===== src/rtl/exibe_sequencia.sv =====
// exibe_sequencia: plays back a stored LED sequence, one position at a time.
// Each position is loaded from an external memory (CARREGA), shown for
// T_ACESO cycles (MOSTRA) and followed by T_APAGADO dark cycles (INTERVALO).
// It then either advances the address (PROXIMO) or finishes with a one-cycle
// pronto pulse (FIM).
//
// Ports:
//   clock     - system clock, rising-edge active
//   reset     - synchronous, active-high reset
//   iniciar   - start request, honoured only while idle (INICIAL)
//   abortar   - synchronous abort of a running playback
//   limite    - index of the last position to show (N = limite+1)
//   dado_mem  - one-hot pattern read combinationally at endereco
//   endereco  - sequence memory address
//   leds      - registered LED drive
//   ocupado   - high whenever not idle
//   pronto    - one-cycle pulse when playback completes
//   db_estado - current FSM state code, for debug display
module exibe_sequencia #(
  parameter int unsigned T_ACESO   = 500,
  parameter int unsigned T_APAGADO = 500
) (
  input  logic       clock,
  input  logic       reset,
  input  logic       iniciar,
  input  logic       abortar,
  input  logic [3:0] limite,
  input  logic [3:0] dado_mem,
  output logic [3:0] endereco,
  output logic [3:0] leds,
  output logic       ocupado,
  output logic       pronto,
  output logic [2:0] db_estado
);

  typedef enum logic [2:0] {
    INICIAL   = 3'b000,
    CARREGA   = 3'b001,
    MOSTRA    = 3'b010,
    INTERVALO = 3'b011,
    PROXIMO   = 3'b100,
    FIM       = 3'b101
  } estado_t;

  localparam logic [9:0] FIM_ACESO   = 10'(T_ACESO - 1);
  localparam logic [9:0] FIM_APAGADO = 10'(T_APAGADO - 1);

  estado_t    estado;
  estado_t    estado_prox;
  logic [9:0] timer;
  logic [3:0] lim_reg;
  logic       fim_aceso;
  logic       fim_apagado;
  logic       ultimo;

  always_comb begin
    fim_aceso   = (timer == FIM_ACESO);
    fim_apagado = (timer == FIM_APAGADO);
    ultimo      = (endereco == lim_reg);
  end

  // State register
  always_ff @(posedge clock) begin
    if (reset) begin
      estado <= INICIAL;
    end else begin
      estado <= estado_prox;
    end
  end

  // Next-state logic; abortar overrides every running state
  always_comb begin
    estado_prox = INICIAL;
    if (estado != INICIAL && abortar) begin
      estado_prox = INICIAL;
    end else begin
      case (estado)
        INICIAL:   estado_prox = (iniciar && !abortar) ? CARREGA : INICIAL;
        CARREGA:   estado_prox = MOSTRA;
        MOSTRA:    estado_prox = fim_aceso ? INTERVALO : MOSTRA;
        INTERVALO: begin
          if (fim_apagado) begin
            estado_prox = ultimo ? FIM : PROXIMO;
          end else begin
            estado_prox = INTERVALO;
          end
        end
        PROXIMO:   estado_prox = CARREGA;
        FIM:       estado_prox = INICIAL;
        default:   estado_prox = INICIAL;
      endcase
    end
  end

  // Datapath registers: address, LED drive, timer and latched limit
  always_ff @(posedge clock) begin
    if (reset) begin
      endereco <= '0;
      leds     <= '0;
      timer    <= '0;
      lim_reg  <= '0;
    end else if (estado != INICIAL && abortar) begin
      endereco <= '0;
      leds     <= '0;
      timer    <= '0;
    end else begin
      case (estado)
        INICIAL: begin
          endereco <= '0;
          leds     <= '0;
          timer    <= '0;
          if (iniciar && !abortar) begin
            lim_reg <= limite;
          end
        end
        CARREGA: begin
          leds  <= dado_mem;
          timer <= '0;
        end
        MOSTRA: begin
          if (fim_aceso) begin
            leds  <= '0;
            timer <= '0;
          end else begin
            timer <= timer + 10'd1;
          end
        end
        INTERVALO: begin
          if (fim_apagado) begin
            timer <= '0;
          end else begin
            timer <= timer + 10'd1;
          end
        end
        PROXIMO: begin
          endereco <= endereco + 4'd1;
          timer    <= '0;
        end
        FIM: begin
          endereco <= '0;
          leds     <= '0;
          timer    <= '0;
        end
        default: begin
          endereco <= '0;
          leds     <= '0;
          timer    <= '0;
        end
      endcase
    end
  end

  // Moore outputs
  always_comb begin
    ocupado   = (estado != INICIAL);
    pronto    = (estado == FIM);
    db_estado = estado;
  end

endmodule

===== config.mk =====
export PLATFORM = sky130hd
export DESIGN_NAME = exibe_sequencia
export DESIGN_NICKNAME = d
export VERILOG_FILES = /design/src/rtl/exibe_sequencia.sv
export SDC_FILE = /design/constraint.sdc
export NUM_CORES = 1
export LEC_CHECK = 0
export BUFFER_PORTS_ARGS = -buffer_cell sky130_fd_sc_hd__buf_4
export CAP_MARGIN = 10
export CORE_ASPECT_RATIO = 0.6
export CORE_MARGIN = 2
export CORE_UTILIZATION = 52
export DETAILED_ROUTE_END_ITERATION = 8
export PLACE_DENSITY_LB_ADDON = 0.2
export SYNTH_ARGS = -nofsm -noshare
export SYNTH_HDL_FRONTEND = slang
export SYNTH_SLANG_ARGS = --single-unit

===== constraint.sdc =====
create_clock -name clock -period 2.1 [get_ports clock]
set_input_delay 0.21 -clock clock [delete_from_list [all_inputs] [get_ports clock]]
set_output_delay 0.21 -clock clock [all_outputs]
set_load 0.02 [all_outputs]

Word-level counts from Yosys, hierarchy flattened
Cells that the tools add are included.
{"block": "word_totals", "ff_bits": 25, "output_inout_bits": 13, "input_bits": 12}
{"block": "classes", "n_bitwise": 3, "reduce_logical": 12, "mux": 8, "n_addsub": 2, "eq_ne": 8}
{"cell": "3-bit case mux with 5 select lines", "n": 1}
{"cell": "4-bit case mux with 3 select lines", "n": 1}
{"cell": "10-bit by 1-bit adder with 10-bit output, second input constant", "n": 1}
{"cell": "10-bit by 9-bit equality test with 1-bit output, second input constant", "n": 1}
{"cell": "4-bit case mux with 2 select lines", "n": 1}
{"cell": "3-bit by 2-bit equality test with 1-bit output, second input constant", "n": 2}
{"cell": "3-bit equality test, second input constant", "n": 2}
{"cell": "2-bit OR reduction", "n": 3}
{"cell": "4-bit by 1-bit adder with 4-bit output, second input constant", "n": 1}
{"cell": "4-bit equality test", "n": 1}
{"cell": "4-bit two-way mux", "n": 1}
{"cell": "4-bit OR reduction", "n": 1}
{"cell": "3-bit by 1-bit equality test with 1-bit output, second input constant", "n": 1}
{"cell": "3-bit zero test", "n": 1}
{"cell": "1-bit two-way mux", "n": 3}
{"cell": "3-bit two-way mux", "n": 1}
{"cell": "1-bit inverter", "n": 3}
{"cell": "3-bit AND reduction", "n": 1}
{"cell": "3-bit nonzero test", "n": 1}
{"cell": "3-bit OR reduction", "n": 1}
{"cell": "1-bit logical AND", "n": 2}
{"cell": "2-bit != test, second input constant", "n": 1}
{"cell": "2-bit AND reduction", "n": 1}
{"cell": "1-bit zero test", "n": 1}

Logic depth before layout (Yosys ltp)
{"block": "depth", "word_depth": 4, "ltp_mapped": 6, "depth_no_buf": 5}

Worst setup path after synthesis
Ideal clock, no wire load.
{"block": "synth_timing", "path_kind": "register to register", "from": "register estado[0] (netlist: db_estado[0])", "to": "register lim_reg[0]", "required_ns": 1.986, "setup_time_ns": 0.114, "synth_period_minus_slack_ns": 1.561, "path_buffers": 2, "t_arrival_ns": 1.447, "path_stages_with_launch": 7, "slack_ns": 0.539, "cell_sequence": "dfxtp_1 -> buf_2 -> or3_4 -> nand2b_1 -> clkbuf_1 -> mux2i_1 -> nor2_1"}
{"block": "synth_between", "elab_chain_len": 4, "elab_cells_between_ends": 5}
{"item": "start: declaration", "line_no": "48", "text": "estado_t estado;"}
{"item": "start signal: assignment", "line_no": "67", "text": "estado <= estado_prox;"}
{"item": "3-bit nonzero test"}
{"item": "net ocupado", "line_no": "31", "text": "output logic ocupado,"}
{"item": "1-bit logical AND", "line_no": "102", "text": "end else if (estado != INICIAL && abortar) begin"}
{"item": "1-bit inverter (no source line)"}
{"item": "3-bit AND reduction (no source line)"}
{"item": "end signal: assignment", "line_no": "113", "text": "lim_reg <= limite;"}
{"item": "end: declaration", "line_no": "51", "text": "logic [3:0] lim_reg;"}
The timed path passes the listed nets, and every way through them passes these cells.
A chain may end at the register's enable or synchronous reset.

Worst setup path after layout
{"block": "layout_timing", "from": "register timer[0]", "to": "register leds[0]"}
{"block": "layout_between", "elab_chain_len": 3}
{"item": "start: declaration", "line_no": "50", "text": "logic [9:0] timer;"}
{"item": "start signal: assignment", "line_no": "125", "text": "timer <= timer + 10'd1;"}
{"item": "start signal: assignment", "line_no": "132", "text": "timer <= timer + 10'd1;"}
{"item": "10-bit by 9-bit equality test with 1-bit output", "line_no": "57", "text": "fim_aceso = (timer == FIM_ACESO);"}
{"item": "2-bit != test (no source line)"}
{"item": "2-bit AND reduction (no source line)"}
{"item": "end signal: assignment", "line_no": "117", "text": "leds <= dado_mem;"}
{"item": "end: declaration", "line_no": "30", "text": "output logic [3:0] leds,"}
Every way passes these cells.

==> flow_metrics.tcl <==
set metrics [dict create \
    reg2reg_from "timer[0]$_SDFF_PP0_" \
    netlist_area_um2 1140 \
    grt-ovfl-total 0 \
    antenna_found_initial 0 \
    synth_cell_types 34 \
    avgViaCountPerCell 5.249 \
    hp-start "reset" \
    p_leak_nw 0.5213 \
    power_density_nw_per_um2 562.7 \
    worst_pin_slew_ps 501.8 \
    maxCapViolations 0 \
    clk_latency_ps 310 \
    port_buffers 24 \
    drtAntennaViolNets 0 \
    ctsHtreeMaxLevel 1 \
    clock_skew_ps 1.090 \
    synth_warnings 0 \
    placedCellCount 177 \
    numCtsBuffers 3 \
    row_count 13 \
    power.share.clock 0.265 \
    core_um2 2115 \
    yosysSeqAreaShare 0.4391 \
    power_uw 765.3 \
    cp.required_ps 2310 \
    die_h_um 40.27 \
    drcViolationCount 0 \
    top_register "timer" \
    postSynthCellCount 126 \
    grt_pass1_vias 798 \
    r2r_cells 5 \
    grt_pass1_wl_mm 3.726 \
    setup_viol 0 \
    ios 25 \
    die_area_um2 2595 \
    start_util 0.5391 \
    grt_setup_unrepaired "no" \
    synth_edf_count 0 \
    hold_depth 2 \
    hold_viol_final 0 \
    whs_endpoint "lim_reg[0]$_SDFFE_PP0P_" \
    status "finished, final reports clean" \
    final_cell_mix "nor2_1 (25), dfxtp_1 (25), buf_4 (25), xnor2_1 (10)" \
    grt_max_degree 14 \
    die_w_um 64.44 \
    dr_total_vias 950 \
    cts_resized 0 \
    dr.pass1.iters 4 \
    async_flop_share 0 \
    hp-class "input pin to flop" \
    critPathLaunch "timer[0]$_SDFF_PP0_" \
    diodes 0 \
    p_int_uw 593.0 \
    cp.arrival_ps 1950 \
    drt-initial-drc-count 47 \
    clk_pin_slew_ps 120 \
    clockBufferDepth 2 \
    cts-root-buf "clkbuf_4" \
    avgSynthCellArea_um2 9.046 \
    fin_cells 181 \
    cts_sinks 25 \
    max_freq_mhz 573.5 \
    utilization 0.6432 \
    gp_congestion 0.7893 \
    worstPathMaxFanout 4 \
    setup_tns_ps 0 \
    start_kind "flop" \
    slew_viol_final 0 \
    wl_per_cell_um 12.96 \
    ir_worst_vdd_v 0.0005080 \
    critical_path.endpoint_type "flop" \
    syn_to_final_growth_pct 19.32 \
    p_seq_frac 0.642 \
    grt_util_all_layers 0.2003 \
    timing.final.crit_share 0.8303 \
    combPwrFrac 0.093 \
    r2r_setup_slack_ps 360 \
    cts_setup_buffers 0 \
    drive_above_1_share 0.2318 \
    synth-seq-cells 25 \
    syn_nets 140 \
    slew_headroom 0.6648 \
    post-route-min-period_ps 1744 \
    routed_wl_mm 2.346 \
    dp_hpwl_mm 1.837 \
    p_switching_uw 172.3 \
    path_class "flop to flop" \
    largest_reg_flops 10 \
    cts_tree "built" \
    swShare 0.2251 \
    ys.flop_type "dfxtp_1" \
    ctsHoldBuffers 0 \
    fin_nets 166 \
    r2r_end "leds[0]$_SDFFE_PP0P_" \
]
synth_stat cells (2+ instances only):
| master | instances | area share |
|---|---|---|
| nor2_1 | 25 | 0.082 |
| a31oi_1 | 2 | 0.011 |
| nor3_1 | 2 | 0.0088 |
| nand2b_1 | 5 | 0.027 |
| inv_1 | 3 | 0.0099 |
| a22o_1 | 4 | 0.031 |
| o21ai_0 | 3 | 0.013 |
| xnor2_1 | 10 | 0.077 |
| mux2i_1 | 4 | 0.035 |
| or3_4 | 2 | 0.020 |
| ha_1 | 2 | 0.022 |
| nand4_1 | 3 | 0.016 |
| buf_6 | 2 | 0.020 |
| nor2b_1 | 2 | 0.011 |
| a21oi_1 | 4 | 0.018 |
| dfxtp_1 | 25 | 0.44 |
| nand2_1 | 6 | 0.020 |
| nand3_1 | 6 | 0.026 |
power groups by stage:
| stage | registers, mW | logic [mW] | clock network (mW) |
|---|---|---|---|
| after floorplan | 0.501 | 0.0399 | 0 |
| after global placement | 0.501 | 0.0694 | 0 |
| after detailed placement | 0.502 | 0.0713 | 0 |
| after CTS | 0.491 | 0.0715 | 0.214 |
| after global routing | 0.493 | 0.0786 | 0.235 |
| final | 0.491 | 0.0713 | 0.203 |
worst max path at each step:
stage	slack, ps	depth (start not counted)	endpoint
floorplan	540	6	lim_reg[0]$_SDFFE_PP0P_
global placement	490	5	leds[1]$_SDFFE_PP0P_
detailed placement	400	5	leds[0]$_SDFFE_PP0P_
CTS	370	5	leds[2]$_SDFFE_PP0P_
global route	260	5	leds[2]$_SDFFE_PP0P_
finish	360	5	leds[0]$_SDFFE_PP0P_
per-stage QoR:
stage | hold slack [ps] | area, um^2 | setup WS, ps
2_1_floorplan | 282.4 | 1140 | 538.8
3_3_place_gp | 428.6 | 1334 | 491.2
3_5_place_dp | 433.1 | 1334 | 397.9
4_1_cts | 98.24 | 1360 | 369.7
5_1_grt | 97.90 | 1360 | 264.0
6_report | 107.7 | 1360 | 356.4
metal layers:
metal,GRT usage,part of all wire
met3,0.06461,0.087
met5,0,0
met2,0.3021,0.42
met4,0.05319,0.0068
met1,0.2801,0.49
cells by family (layout without fill, tap and decap cells):
kind of cell,Yosys count,in the layout,share of synthesized area
compound gates,17,17,0.09879
xor+xnor,11,11,0.08452
fa+ha+maj,2,2,0.02195
buf+inv,7,32,0.03731
flops,25,25,0.4391
mux,4,4,0.03513
simple gates,60,60,0.2832
worst max-delay path, stage by stage (launching register included):
cell and delay [ps]:
dfxtp_1 400, ha_1 220, or3b_2 460, nor4_1 190
o21ai_1 160, a22o_1 210
final cells by class:
type / instances / area, um^2
Tap cell: 30 / 37.54
Fill cell: 201 / 754.5
Clock buffer: 4 / 26.28
Timing Repair Buffer: 25 / 187.7
Multi-Input combinational cell: 94 / 596.8
Sequential cell: 25 / 500.5
Inverter: 3 / 11.26
Note: power is estimated with default switching activity, not from simulation.
